==> src/rtl/unified_mem_arbiter.sv <==
// Arbiter sharing one single-ported unified memory between instruction fetch and data access.
// Optional fetch starvation guard: define ARB_STARVE_GUARD_EN.
module unified_mem_arbiter #(
   parameter int AW           = 16,
   parameter int DW           = 16,
   parameter int MEM_LAT      = 2,
   parameter int STARVE_LIMIT = 4
) (
   input  logic          clk,
   input  logic          rst,
   input  logic          if_req,
   input  logic [AW-1:0] if_addr,
   input  logic          if_flush,
   output logic          if_gnt,
   output logic          if_rvalid,
   output logic [DW-1:0] if_rdata,
   input  logic          d_req,
   input  logic          d_we,
   input  logic [AW-1:0] d_addr,
   input  logic [DW-1:0] d_wdata,
   output logic          d_gnt,
   output logic          d_rvalid,
   output logic [DW-1:0] d_rdata,
   output logic          mem_en,
   output logic          mem_we,
   output logic [AW-1:0] mem_addr,
   output logic [DW-1:0] mem_wdata,
   input  logic [DW-1:0] mem_rdata
);

   // state | meaning
   // IDLE  | arbitrate, grant winner, capture its request
   // ISSUE | drive the memory strobe for one cycle
   // WAIT  | count down memory latency, return read data at zero
   typedef enum logic [1:0] {IDLE, ISSUE, WAIT} state_t;

   localparam logic [2:0] LAT_LOAD  = 3'(MEM_LAT - 1);
   localparam logic [2:0] STARVE_LIM = 3'(STARVE_LIMIT);

   state_t        state;
   logic          owner_d;
   logic          we_q;
   logic [AW-1:0] addr_q;
   logic [DW-1:0] wdata_q;
   logic [2:0]    lat_cnt;
   logic          kill;

   logic idle, issue, resp;
   logic pick_i, pick_d;
   logic starve_hit;

`ifdef ARB_STARVE_GUARD_EN
   logic [2:0] starve_cnt;

   assign starve_hit = (starve_cnt == STARVE_LIM);

   always_ff @(posedge clk) begin
      if (rst)
         starve_cnt <= '0;
      else if (pick_i)
         starve_cnt <= '0;
      else if (pick_d && if_req)
         starve_cnt <= starve_cnt + 3'd1;
   end
`else
   // Limit is meaningless without the guard; strict data priority.
   assign starve_hit = (STARVE_LIM == 3'd0) && 1'b0;
`endif

   always_comb begin
      idle   = (state == IDLE) && !rst;
      issue  = (state == ISSUE) && !rst;
      resp   = (state == WAIT) && (lat_cnt == 3'd0) && !rst;
      pick_i = idle && if_req && (!d_req || starve_hit);
      pick_d = idle && d_req && !pick_i;
   end

   assign if_gnt    = pick_i;
   assign d_gnt     = pick_d;
   assign mem_en    = issue;
   assign mem_we    = issue && we_q;
   assign mem_addr  = issue ? addr_q : '0;
   assign mem_wdata = issue ? wdata_q : '0;

   // A flush arriving in the response cycle itself also suppresses the data.
   assign if_rvalid = resp && !owner_d && !kill && !if_flush;
   assign if_rdata  = if_rvalid ? mem_rdata : '0;
   assign d_rvalid  = (issue && we_q) || (resp && owner_d);
   assign d_rdata   = (resp && owner_d) ? mem_rdata : '0;

   always_ff @(posedge clk) begin
      if (rst) begin
         state   <= IDLE;
         owner_d <= 1'b0;
         we_q    <= 1'b0;
         addr_q  <= '0;
         wdata_q <= '0;
         lat_cnt <= '0;
         kill    <= 1'b0;
      end else begin
         case (state)
            IDLE: begin
               kill <= 1'b0;
               if (pick_d) begin
                  owner_d <= 1'b1;
                  we_q    <= d_we;
                  addr_q  <= d_addr;
                  wdata_q <= d_wdata;
                  state   <= ISSUE;
               end else if (pick_i) begin
                  owner_d <= 1'b0;
                  we_q    <= 1'b0;
                  addr_q  <= if_addr;
                  wdata_q <= '0;
                  state   <= ISSUE;
               end
            end
            ISSUE: begin
               if (!owner_d && if_flush)
                  kill <= 1'b1;
               if (we_q) begin
                  state <= IDLE;
               end else begin
                  lat_cnt <= LAT_LOAD;
                  state   <= WAIT;
               end
            end
            WAIT: begin
               if (!owner_d && if_flush)
                  kill <= 1'b1;
               if (lat_cnt == 3'd0)
                  state <= IDLE;
               else
                  lat_cnt <= lat_cnt - 3'd1;
            end
            default: state <= IDLE;
         endcase
      end
   end

endmodule

==> config.mk <==
export PLATFORM = sky130hd
export DESIGN_NAME = unified_mem_arbiter
export DESIGN_NICKNAME = d
export VERILOG_FILES = /design/src/rtl/unified_mem_arbiter.sv
export SDC_FILE = /design/constraint.sdc
export NUM_CORES = 1
export LEC_CHECK = 0
export ABC_AREA = 1
export BUFFER_PORTS_ARGS = -buffer_cell sky130_fd_sc_hd__buf_2
export CORE_MARGIN = 1.5
export CORE_UTILIZATION = 43
export DETAILED_ROUTE_END_ITERATION = 6
export PLACE_DENSITY = 0.86
export SYNTH_ARGS = -nofsm -noshare
export SYNTH_HDL_FRONTEND = slang
export SYNTH_SLANG_ARGS = --single-unit
export TNS_END_PERCENT = 100
==> constraint.sdc <==
create_clock -name clk -period 1.57 [get_ports clk]
set_input_delay 0.0785 -clock clk [delete_from_list [all_inputs] [get_ports clk]]
set_output_delay 0.0785 -clock clk [all_outputs]
set_load 0.05 [all_outputs]
# Word-level counts from Yosys, hierarchy flattened
# Index checks and enable logic that the tools add are counted.
totals:
  elab_cells: 67
  ff_bits: 40
  in_bits: 70
  output_inout_bits: 70
classes:
  n_reduce_logical: 31
  muxes: 21
  addsub: 1
  eq_ne: 7
op_table:
  columns: ["cell", "n"]
  rows:
  - ["2-to-1 mux 16 bit", 8]
  - ["logical AND 1 bit", 14]
  - ["2-to-1 mux 2 bit", 4]
  - ["zero test 1 bit", 6]
  - ["2-to-1 mux 3 bit", 2]
  - ["case mux 2 bit (3 select lines)", 1]
  - ["case mux 3 bit (2 select lines)", 1]
  - ["AND reduction 2 bit", 3]
  - ["nonzero test 2 bit", 3]
  - ["2-to-1 mux 1 bit", 4]
  - ["!= test 2 x 1 -> 1 bit (second input constant)", 2]
  - ["!= test 2 bit (second input constant)", 2]
  - ["zero test 3 bit", 1]
  - ["!= test 3 bit (second input constant)", 1]
  - ["AND reduction 3 bit", 1]
  - ["subtractor 3 x 1 -> 3 bit (second input constant)", 1]
  - ["== test 2 x 1 -> 1 bit (second input constant)", 1]
  - ["== test 2 bit (second input constant)", 1]
  - ["zero test 2 bit", 1]
  - ["case mux 1 bit (2 select lines)", 1]
  - ["OR reduction 2 bit", 1]
  - ["logical OR 1 bit", 1]

# Logic depth before layout (Yosys ltp)
# Gate-level depths: netlist of run 1.
logic_depth:
  word_depth: 8
  ltp_mapped: 9
  depth_no_buf: 9

# Least setup slack after synthesis of run 1
# Ideal clock, no wire load.
synth_path:
  path_type: "flip-flop to flip-flop"
  startpoint: "register state[0]"
  endpoint: "register owner_d"
  t_required_ps: 1391
  setup_slack_ps: -512
  stages_incl_launch_ff: 6
  t_arrival_ps: 1903
  setup_ps: 179
  path_cell_list: "dfxtp_1 inv_1 ha_1 nand2_1 nor3_1 o21ai_0"
synth_via:
  elab_chain_cells: 8
  elab_cells_between_ends: 10
  cone_classes: "mux (1); reduce/logical (9)"
synth_rtl:
  columns: ["item", "line_no", "source"]
  rows:
  - ["from (decl)", "40", "state_t state;"]
  - ["from (signal assigned)", "93", "state <= IDLE;"]
  - ["from (signal assigned)", "109", "state <= ISSUE;"]
  - ["from (signal assigned)", "115", "state <= ISSUE;"]
  - ["zero test 2 bit *", "71", "idle = (state == IDLE) && !rst;"]
  - ["logical AND 1 bit *", "71", null]
  - ["logical AND 1 bit * (2 in a row)", "74", "pick_i = idle && if_req && (!d_req || starve_hit);"]
  - ["via if_gnt", "14", "output logic if_gnt,"]
  - ["zero test 1 bit", "75", "pick_d = idle && d_req && !pick_i;"]
  - ["logical AND 1 bit", "75", null]
  - ["nonzero test 2 bit (no line)", null, null]
  - ["AND reduction 2 bit (no line)", null, null]
  - ["to (signal assigned)", "94", "owner_d <= 1'b0;"]
  - ["to (signal assigned)", "105", "owner_d <= 1'b1;"]
  - ["to (signal assigned)", "111", "owner_d <= 1'b0;"]
  - ["to (decl)", "41", "logic owner_d;"]
# Mark *: on every way through the listed nets, which the timed path passes. The rest lies on a longest branch.
# A chain may end at the register's enable or synchronous reset.

# Worst setup path after layout of run 1
layout_path:
  startpoint: "register lat_cnt[0]"
  endpoint: "output port if_rdata[12]"
layout_via:
  elab_chain_cells: 7
layout_rtl:
  columns: ["item", "line_no", "source"]
  rows:
  - ["from (decl)", "45", "logic [2:0] lat_cnt;"]
  - ["from (signal assigned)", "134", "lat_cnt <= lat_cnt - 3'd1;"]
  - ["zero test 3 bit", "73", "resp = (state == WAIT) && (lat_cnt == 3'd0) && !rst;"]
  - ["logical AND 1 bit (2 in a row)", "73", null]
  - ["logical AND 1 bit (3 in a row)", "86", "assign if_rvalid = resp && !owner_d && !kill && !if_flush;"]
  - ["2-to-1 mux 16 bit", "87", "assign if_rdata = if_rvalid ? mem_rdata : '0;"]
  - ["to (decl)", "16", "output logic [DW-1:0] if_rdata,"]
# No other way between the ends.

==> flow_metrics.py, run 1 <==
metrics = {
    "routing": {
        "drt_first_pass_iters": 6,
        "drc": 0,
        "via_per_inst": 5.57,
        "met1_length_um": 4090,
        "drt_iter0_drc": 385,
        "wl_met3_um": 1220,
        "wl_per_cell_um": 20.0,
        "wl_met2_um": 5800,
        "ant_nets": 0,
        "highest_layer": "met4",
        "vias": 3290,
        "drt_wl_total_um": 11800,
    },
    "timing": {
        "clock_skew_ps": 12.8,
        "period_share": 1.21,
        "maxSlewHeadroom": 0.760,
        "maxSlewViolCount": 0,
        "post-route-worst-setup-slack_ps": -326,
        "fmax_mhz": 527,
        "finalSetupViolations": 63,
        "min_period_ps": 1900,
        "hold_ws_ps": 26.8,
        "hold_viol_final": 0,
        "rsz0062_at_grt": "yes",
        "worst_slew_pin_slew_ps": 359,
    },
    "placement": {
        "portBuffers": 139,
        "pre_cts_ws_ps": -55.1,
        "gp_congestion": 0.780,
        "dp_hpwl_um": 4690,
    },
    "floorplan": {
        "initial_core_util": 0.445,
        "io_pins": 140,
        "die_h_um": 75.7,
        "coreArea_um2": 5110,
        "rows": 26,
        "die_w_um": 75.7,
        "dieArea_um2": 5740,
    },
    "final_layout": {
        "syn2layout_area_growth_pct": 97.6,
        "final_layout_size_suffix_gt1_frac": 0.518,
        "diodes": 0,
        "num-fill-cells": 212,
        "fin_nets": 597,
    },
    "power_and_ir_drop": {
        "power.leakage_nw": 2.00,
        "p_per_area_nw_per_um2": 1150,
        "vdd_ir_drop_max_v": 0.000737,
    },
    "clocking": {
        "clockRootBuffer": "clkbuf_8",
        "htreeDepth": 2,
        "clk_latency_ps": 290,
        "cts.sinks": 40,
        "clk_pin_slew_ps": 80,
        "cts_buffers": 5,
        "cts_tree": "done",
        "clock_path_buffers": 2,
    },
    "run_status": {
        "status": "complete, but fails checks",
        "violations": "setup timing",
    },
    "worst_setup_path": {
        "cp_max_fo": 17,
        "required_ps": 1490,
        "reg2reg_slack_ps": -250,
        "crit_arrival_ps": 1820,
        "critPathLaunchType": "flip-flop",
        "crit_path_end_kind": "output port",
        "setup.worst_path.class": "reg2out",
    },
    "synthesis": {
        "syn_nets": 442,
        "syn_area_um2": 2270,
        "synth_warnings": 0,
        "synth-seq-cells": 40,
        "syn_avg_cell_area_um2": 6.21,
        "syn_inst": 366,
        "yosysUniqueCellTypes": 23,
        "yosysSeqAreaShare": 0.352,
    },
    "global_routing": {
        "grt_max_degree": 33,
        "grt_pass1_wl_um": 11600,
        "grt_usage": 0.266,
        "grt_pass1_vias": 2641,
        "overflow": 0,
        "antenna_found_initial": 0,
    },
    "hold_path": {
        "hold_path.class": "in2reg",
    },
    "flow_run": {
        "drv_cap": 0,
    },
}
==> cell type report <==
class	count	area (µm²)	area share
clock buffer	6	72.6	0.0161
clock inverter	1	5.00	0.00111
inverter	80	313	0.0696
multi-input combinational	229	1620	0.361
sequential	40	808	0.180
tap	70	87.6	0.0195
timing repair buffer	165	1590	0.353
==> critical path: stages, from the launching register on <==
cell and delay (ps):
dfxtp_2 330, inv_2 90, ha_4 150, ha_4 140
nand2_4 60, nor2_4 120, nand2_2 90, buf_12 190
nor2_2 150, buf_6 180
==> cells by family after synthesis <==
group / synth area share
fa+ha+maj: 0.0330
simple gates: 0.258
buf+inv: 0.182
compound gates: 0.175
flops: 0.352
==> synthesized netlist by cell type <==
master	instances	area (µm²)
nor2_4	1	11.3
inv_1	77	289
o21ai_1	25	125
nor2_1	71	267
ha_1	6	75.1
nor3_1	4	20.0
a21oi_1	39	195
o21ai_0	9	45.0
inv_2	2	7.51
o21ai_4	1	16.3
buf_2	8	40.0
buf_6	4	45.0
or2_2	1	6.26
dfxtp_1	40	801
nand4_1	2	12.5
clkbuf_1	2	7.51
buf_1	1	3.75
nand3_1	3	15.0
buf_4	2	15.0
nand2_4	1	11.3
nand2_1	65	244
a21oi_4	1	16.3
inv_4	1	6.26
==> state kept, by name, indices dropped and copies added (netlist names) <==
register / cells
we_q: 1
owner_d: 1
wdata_q: 16
kill: 1
state: 2
lat_cnt: 3
addr_q: 16
==> metal layers <==
| layer | global-route usage | vias to the layer above |
|---|---|---|
| li1 | - | 1416 |
| met1 | 0.255 | 1520 |
| met2 | 0.495 | 278 |
| met3 | 0.0939 | 76 |
| met4 | 0.145 | 0 |
| met5 | 0 | - |
==> report_power, final <==
part	switching, W	leakage (nW)	total, W	internal [W]
clock network	0.000359	0.0410	0.000662	0.000303
logic	0.00190	1.63	0.00311	0.00121
registers	0.000168	0.330	0.00139	0.00122
==> cell usage in the layout (no fill, tap or decap), drive strengths merged <==
cell / n
buf: 162
ha: 6
nor3: 4
clkinv: 1
nor2: 72
inv: 80
nand2: 66
clkbuf: 9
nand3: 3
dfxtp: 40
a21oi: 40
nand4: 2
or2: 1
o21ai: 35
==> path summary, 6_finish.rpt <==
kind / from / endpoint / depth (start not counted)
setup / recovery: lat_cnt[0] / if_rdata[12] / 9
hold / removal: d_wdata[12] / wdata_q[12] / 3
setup reg to reg: lat_cnt[0] / state[1] / 7
hold reg to reg: wdata_q[0] / wdata_q[0] / 2
==> what timing repair did <==
| action | in CTS | in global routing |
|---|---|---|
| hold buffers | 0 | 0 |
| buffers inserted | 4 | 6 |
| pin swaps | 1 | 13 |
| gates cloned | 2 | 3 |
| gates resized for setup | 178 | 93 |
| setup endpoints to repair | 69 | 98 |
==> metrics by stage <==
stage | area (µm²) | setup TNS (ps) | util | instances | total power [W]
final | 4490 | -9680 | 0.880 | 591 | 0.00516
after global placement | 3260 | 0 | 0.638 | 569 | 0.00315
after detailed placement | 3260 | -684 | 0.638 | 569 | 0.00321
after global routing | 4490 | -12160 | 0.880 | 591 | 0.00538
after floorplan | 2410 | -4990 | - | 366 | 0.00271
after CTS | 4010 | -7280 | 0.784 | 582 | 0.00425
(Power assumes the default switching activity.)
==> run 2: changes to the inputs <==
Settings changed: BUFFER_PORTS_ARGS -buffer_cell sky130_fd_sc_hd__buf_2 to default, CORE_UTILIZATION 43 to 55, DONT_BUFFER_PORTS from default to 1, PLACE_DENSITY 0.86 to 0.76.
==> flow_metrics.py, run 2 <==
metrics = {
    "synthesis": {
        "syn_avg_cell_area_um2": 6.21,
        "synth-seq-cells": 40,
        "synthMostInstantiatedCell": "inv_1",
        "yosysSeqAreaShare": 0.352,
        "synth_mux_area_frac": 0,
        "synthFlopType": "dfxtp_1",
        "syn_area_um2": 2270,
        "netlist_top_cells_count": "77 x inv_1, 71 x nor2_1, 65 x nand2_1",
        "synth_compound_area_frac": 0.175,
        "synthSimpleGateAreaFrac": 0.258,
        "async_flop_share": 0,
        "syn_nets": 442,
        "synth_warnings": 0,
        "syn_inst": 366,
        "yosysUniqueCellTypes": 23,
        "synth_top_cell_area_share": 0.352,
        "synth_xor_area_frac": 0,
        "synth_area_leaders": "dfxtp_1 35%, inv_1 13%, nor2_1 12%",
        "synth_top_family_by_area": "simple AND/OR/NAND/NOR gates",
        "synth_fa_ha_area_frac": 0.0330,
        "synth_edf_count": 0,
        "synth_top_area_cell": "dfxtp_1",
    },
    "floorplan": {
        "rows": 23,
        "io_pins": 140,
        "die_w_um": 67.3,
        "die_h_um": 67.3,
        "initial_core_util": 0.569,
    },
    "clocking": {
        "clock_path_buffers": 2,
        "cts.sinks": 40,
        "htreeDepth": 2,
        "clockRootBuffer": "clkbuf_8",
        "cts_buffers": 5,
    },
    "run_status": {
        "failing_step": "5_1_grt",
        "firstError": "[ERROR DPL-0038] Utilization greater than 100%, impossible to legalize",
        "status": "stopped before the end",
    },
    "timing": {
        "worstEndpointType": "top-level output",
        "grt_worst_setup_endpoint": "if_rdata[14]",
    },
    "placement": {
        "pre_cts_ws_ps": 29.0,
        "gp_congestion": 0.833,
        "dp_hpwl_um": 4270,
        "portBuffers": 0,
    },
    "global_routing": {
        "grt_max_degree": 33,
    },
}
## run 2: cell counts after synthesis
No cell type changed its count.
## run 2: per-stage QoR
| step | util | cell area [µm²] | setup TNS, ps | cells | hold WS [ps] |
|---|---|---|---|---|---|
| CTS | 0.939 | 3760 | -6410 | 508 | -162 |
| detailed placement | 0.762 | 3050 | 0 | 477 | 154 |
| global placement | 0.762 | 3050 | 0 | 477 | 151 |
| floorplan | - | 2410 | -4990 | 366 | 158 |
## run 2: cells by family after synthesis
kind of cell,after synthesis
and+or+nand+nor,148
buffers and inverters,97
DFF,40
AOI/OAI and AO/OA,75
adders and majority gates,6
## run 2: timing repair
item,4_1_cts
resized for setup,103
endpoints found under the setup margin,68
pin swaps,1
hold buffers,15
endpoints found under the hold margin,35
buffers inserted,6
gates cloned,2
==> run 3: changes to the inputs <==
Settings changed: CORE_UTILIZATION 55 to 40, PLACE_DENSITY 0.76 to default, PLACE_DENSITY_LB_ADDON from default to 0.15.
==> flow_metrics.py, run 3 (same netlist as run 1, synthesis figures left out) <==
metrics = {
    "run_status": {
        "status": "complete, but fails checks",
        "violations": "setup timing",
    },
    "worst_setup_path": {
        "cp_slowest_cell": "dfxtp_2",
        "crit_path_end_kind": "output port",
        "cp_max_fo": 11,
        "critPathLaunchType": "flip-flop",
        "setup.worst_path.class": "reg2out",
        "critPathBufInv": 3,
        "crit_chain": "inv_2, ha_2, nand2_4, nor2_4, nand2_2, buf_12, nor2_2, buf_6",
        "crit_family": "buffers and inverters",
        "crit_arrival_ps": 1710,
        "slowest_delay_ps": 350,
        "required_ps": 1490,
    },
    "timing": {
        "setup_tns_ps": -5870,
        "hold_viol_final": 0,
        "rsz0062_at_grt": "yes",
        "period_share": 1.14,
        "maxSlewHeadroom": 0.450,
        "min_period_ps": 1790,
        "hold_ws_ps": 20.6,
        "finalSetupViolations": 35,
        "worst_slew_pin_slew_ps": 822,
        "fmax_mhz": 559,
        "maxSlewViolCount": 0,
        "post-route-worst-setup-slack_ps": -220,
        "clock_skew_ps": 5.51,
    },
    "routing": {
        "drt_iter0_drc": 167,
        "via_per_inst": 4.86,
        "wl_per_cell_um": 14.5,
        "drc": 0,
        "drt_first_pass_iters": 4,
        "vias": 2713,
        "ant_nets": 0,
        "drt_wl_total_um": 8100,
    },
    "clocking": {
        "htreeDepth": 2,
        "cts_buffers": 5,
        "cts_tree": "done",
        "clockRootBuffer": "clkbuf_8",
        "clk_pin_slew_ps": 80,
        "cts.sinks": 40,
        "clk_latency_ps": 290,
        "clock_path_buffers": 2,
    },
    "power_and_ir_drop": {
        "p_switching_w": 0.00209,
        "p_per_area_nw_per_um2": 1110,
        "p_int_w": 0.00283,
        "power.leakage_nw": 1.85,
        "p_seq_frac": 0.274,
        "switching_share": 0.425,
        "vdd_ir_drop_max_v": 0.000830,
        "share_comb_of_total_power": 0.542,
        "clock_power_share": 0.184,
    },
    "global_routing": {
        "grt_pass1_wl_um": 12000,
        "antenna_found_initial": 0,
        "grt_max_degree": 33,
        "grt_pass1_vias": 2544,
        "grt_usage": 0.249,
        "overflow": 0,
    },
    "placement": {
        "portBuffers": 0,
        "gp_congestion": 0.823,
        "dp_hpwl_um": 4330,
    },
    "final_layout": {
        "diodes": 0,
        "syn2layout_area_growth_pct": 94.2,
        "final_cell_mix": "72 x inv_1, 62 x buf_6, 61 x nand2_1",
        "final_common_cell": "inv_1",
        "largest_registers": "addr_q (16), wdata_q (16), lat_cnt (3)",
        "num-fill-cells": 360,
        "fin_nets": 561,
        "final_layout_size_suffix_gt1_frac": 0.401,
    },
    "flow_run": {
        "drv_cap": 0,
    },
    "floorplan": {
        "io_pins": 140,
        "initial_core_util": 0.413,
        "die_w_um": 78.4,
        "die_h_um": 78.4,
        "rows": 27,
        "coreArea_um2": 5510,
        "dieArea_um2": 6150,
    },
    "hold_path": {
        "hold_path.class": "in2reg",
    },
}
## run 3: worst min-delay path, cell delays in order
cell and delay, ps:
inv_1 30, nand2_1 40, o21ai_0 60, a21oi_1 60
## run 3: through the flow
stage	setup slack, ps	cell area (µm²)	power (W)	cells	util
floorplan	-167	2410	0.00271	366	-
finish	-220	4420	0.00492	558	0.802
detailed placement	35.6	3080	0.00316	503	0.560
CTS	-184	4080	0.00464	557	0.740
global placement	89.9	3080	0.00313	503	0.560
global route	-276	4420	0.00519	558	0.802
## run 3: path summary, 6_finish.rpt
check / start / endpoint / slack (ps) / cells after the start
hold reg to reg: wdata_q[14] / wdata_q[14] / 470 / 2
setup reg to reg: state[0] / wdata_q[10] / 50 / 9
setup / recovery: state[0] / d_rdata[2] / -220 / 8
hold / removal: if_addr[2] / addr_q[2] / 20 / 4
## run 3: cell type report
cell class              count  area [µm²]  area share
inverters                  80         315      0.0714
clock inverters             2        38.8     0.00878
repair buffers            129        1510       0.341
well taps                  72        90.1      0.0204
multi-input cells         229        1580       0.357
flip-flops and latches     40         808       0.183
clock buffers               6        82.6      0.0187
## run 3: metal layers
layer,global-route usage,vias to the layer above,part of all wire
met3,0.0616,12,0.057
met2,0.458,108,0.53
met5,0,-,0
met4,0.0929,0,0.015
li1,-,1342,-
met1,0.275,1251,0.39
## run 3: timing repair
item	CTS	global route
pin swaps	6	6
gates cloned	3	1
buffers inserted	8	0
hold endpoints to repair	36	0
hold buffers	35	0
endpoints found under the setup margin	68	74
gates resized for setup	111	74
## run 3: power groups by stage
stage | clock network, W | registers (W) | logic [W]
finish | 0.000904 | 0.00135 | 0.00266
global route | 0.000948 | 0.00136 | 0.00288
CTS | 0.000925 | 0.00133 | 0.00238
detailed placement | 0 | 0.00133 | 0.00183
global placement | 0 | 0.00133 | 0.00180
floorplan | 0 | 0.00131 | 0.00140
==> run 4: changes to the inputs <==
Clock period 1.57 ns to 1.8 ns, I/O delays scaled along.
==> flow_metrics.py, run 4 (same netlist as run 1, synthesis figures left out) <==
metrics = {
    "run_status": {
        "status": "complete, but fails checks",
        "violations": "hold timing, setup timing",
    },
    "flow_run": {
        "drv_cap": 0,
    },
    "routing": {
        "ant_nets": 0,
        "via_per_inst": 4.84,
        "vias": 2579,
        "drc": 0,
        "drt_wl_total_um": 6960,
        "drt_iter0_drc": 70,
        "drt_first_pass_iters": 4,
        "wl_per_cell_um": 13.1,
    },
    "floorplan": {
        "dieArea_um2": 6150,
        "initial_core_util": 0.413,
        "die_w_um": 78.4,
        "die_h_um": 78.4,
        "coreArea_um2": 5510,
        "io_pins": 140,
        "rows": 27,
    },
    "global_routing": {
        "grt_pass1_wl_um": 9270,
        "antenna_found_initial": 0,
        "grt_pass1_vias": 2137,
        "overflow": 0,
        "grt_max_degree": 33,
        "grt_usage": 0.189,
    },
    "clocking": {
        "clk_latency_ps": 280,
        "cts_tree": "done",
        "cts.sinks": 40,
        "htreeDepth": 2,
        "clk_pin_slew_ps": 70,
        "clockRootBuffer": "clkbuf_8",
        "clock_path_buffers": 2,
        "cts_buffers": 5,
    },
    "hold_path": {
        "hold_path.class": "in2reg",
        "holdPathEnd": "we_q",
        "whs_path_depth": 3,
        "hold_start": "if_req",
    },
    "worst_setup_path": {
        "critPathLaunchType": "flip-flop",
        "crit_arrival_ps": 1750,
        "crit_path_end_kind": "output port",
        "setup.worst_path.class": "reg2out",
        "r2r-start": "lat_cnt[1]",
        "cp_max_fo": 8,
        "reg2reg_slack_ps": 60,
        "required_ps": 1710,
        "worstRegToRegCells": 9,
        "r2r_end": "lat_cnt[2]",
    },
    "timing": {
        "rsz0062_at_grt": "yes",
        "post-route-worst-setup-slack_ps": -35.8,
        "min_period_ps": 1840,
        "maxSlewHeadroom": 0.526,
        "worst_slew_pin_slew_ps": 709,
        "hold_viol_final": 1,
        "period_share": 1.02,
        "hold_ws_ps": -1.21,
        "fmax_mhz": 545,
        "maxSlewViolCount": 0,
        "clock_skew_ps": 2.27,
        "finalSetupViolations": 12,
    },
    "power_and_ir_drop": {
        "totalPowerFinal_w": 0.00362,
        "power.leakage_nw": 1.66,
        "p_per_area_nw_per_um2": 964,
        "vdd_ir_drop_max_v": 0.000473,
    },
    "final_layout": {
        "layout.cells.non_filler": 533,
        "final_util": 0.682,
        "final_cell_mix": "73 x inv_1, 61 x nand2_1, 40 x buf_4",
        "final_common_cell": "inv_1",
        "final_layout_size_suffix_gt1_frac": 0.325,
        "syn2layout_area_growth_pct": 65.1,
        "diodes": 0,
        "largest_registers": "addr_q (16), wdata_q (16), lat_cnt (3)",
        "fin_nets": 539,
    },
    "placement": {
        "portBuffers": 0,
        "dp_cells": 496,
        "gp_congestion": 0.757,
        "dp_hpwl_um": 4180,
    },
}
## run 4: changes by cell type in the layout (fill, tap and decap cells not counted), sizes merged
cell         before  now
nand2            66   70
clkbuf            7    5
dlygate4sd3      35   24
inv              79   80
clkinv            2    0
bufinv            1    0
buf              93   79
## run 4: report_power, final
part	leakage, nW	internal, W	switching (W)
clock network	0.0359	0.000250	0.000277
logic	1.30	0.000723	0.00118
registers	0.329	0.00106	0.000125
total	1.66	0.00204	0.00159
## run 4: area by class of cell
type	instances	area [µm²]
clock buffers	5	68.8
flip-flops and latches	40	806
well taps	72	90.1
multi-input cells	233	1470
repair buffers	103	1020
inverters	80	308
fillers	442	1750
## run 4: repair_timing
item,in CTS,in global routing
pin swaps,3,12
endpoints found under the hold margin,24,18
cloned,3,1
buffers inserted,1,3
hold buffers,7,18
gates resized for setup,50,86
setup endpoints to repair,53,42
## run 4: worst max-delay path, stage by stage, from the launching register on
cell and delay, ps:
dfxtp_2 320, inv_2 70, ha_4 140, ha_4 130
nand2_4 60, nor2_4 120, buf_12 170, nand2_8 120
nor2_4 160, buf_6 160
## run 4: metrics by stage
stage               setup WS (ps)  TNS (ps)  area [µm²]
floorplan                    -120     -2220        2280
global route                 -112     -2220        3760
detailed placement           29.5         0        2850
global placement              116         0        2850
finish                      -35.8      -222        3760
CTS                         -46.2      -490        3200
## run 4: per-layer routing
metal	routed length, µm	part of all wire	track usage	vias to the layer above
met3	446	0.064	0.0407	21
met4	189	0.027	0.0607	0
met1	2690	0.39	0.195	1152
li1	-	-	-	1298
met2	3640	0.52	0.372	108
met5	0	0	0	-
## run 4: how the worst max path moves through the flow
stage | from | to | slack, ps | depth (start not counted)
finish | lat_cnt[0] | if_rdata[0] | -40 | 9
global route | lat_cnt[0] | if_rdata[5] | -110 | 9
CTS | lat_cnt[0] | d_rdata[3] | -50 | 9
detailed placement | lat_cnt[0] | if_rdata[13] | 30 | 8
global placement | lat_cnt[0] | d_rvalid | 120 | 8
floorplan | lat_cnt[0] | if_rdata[10] | -120 | 8
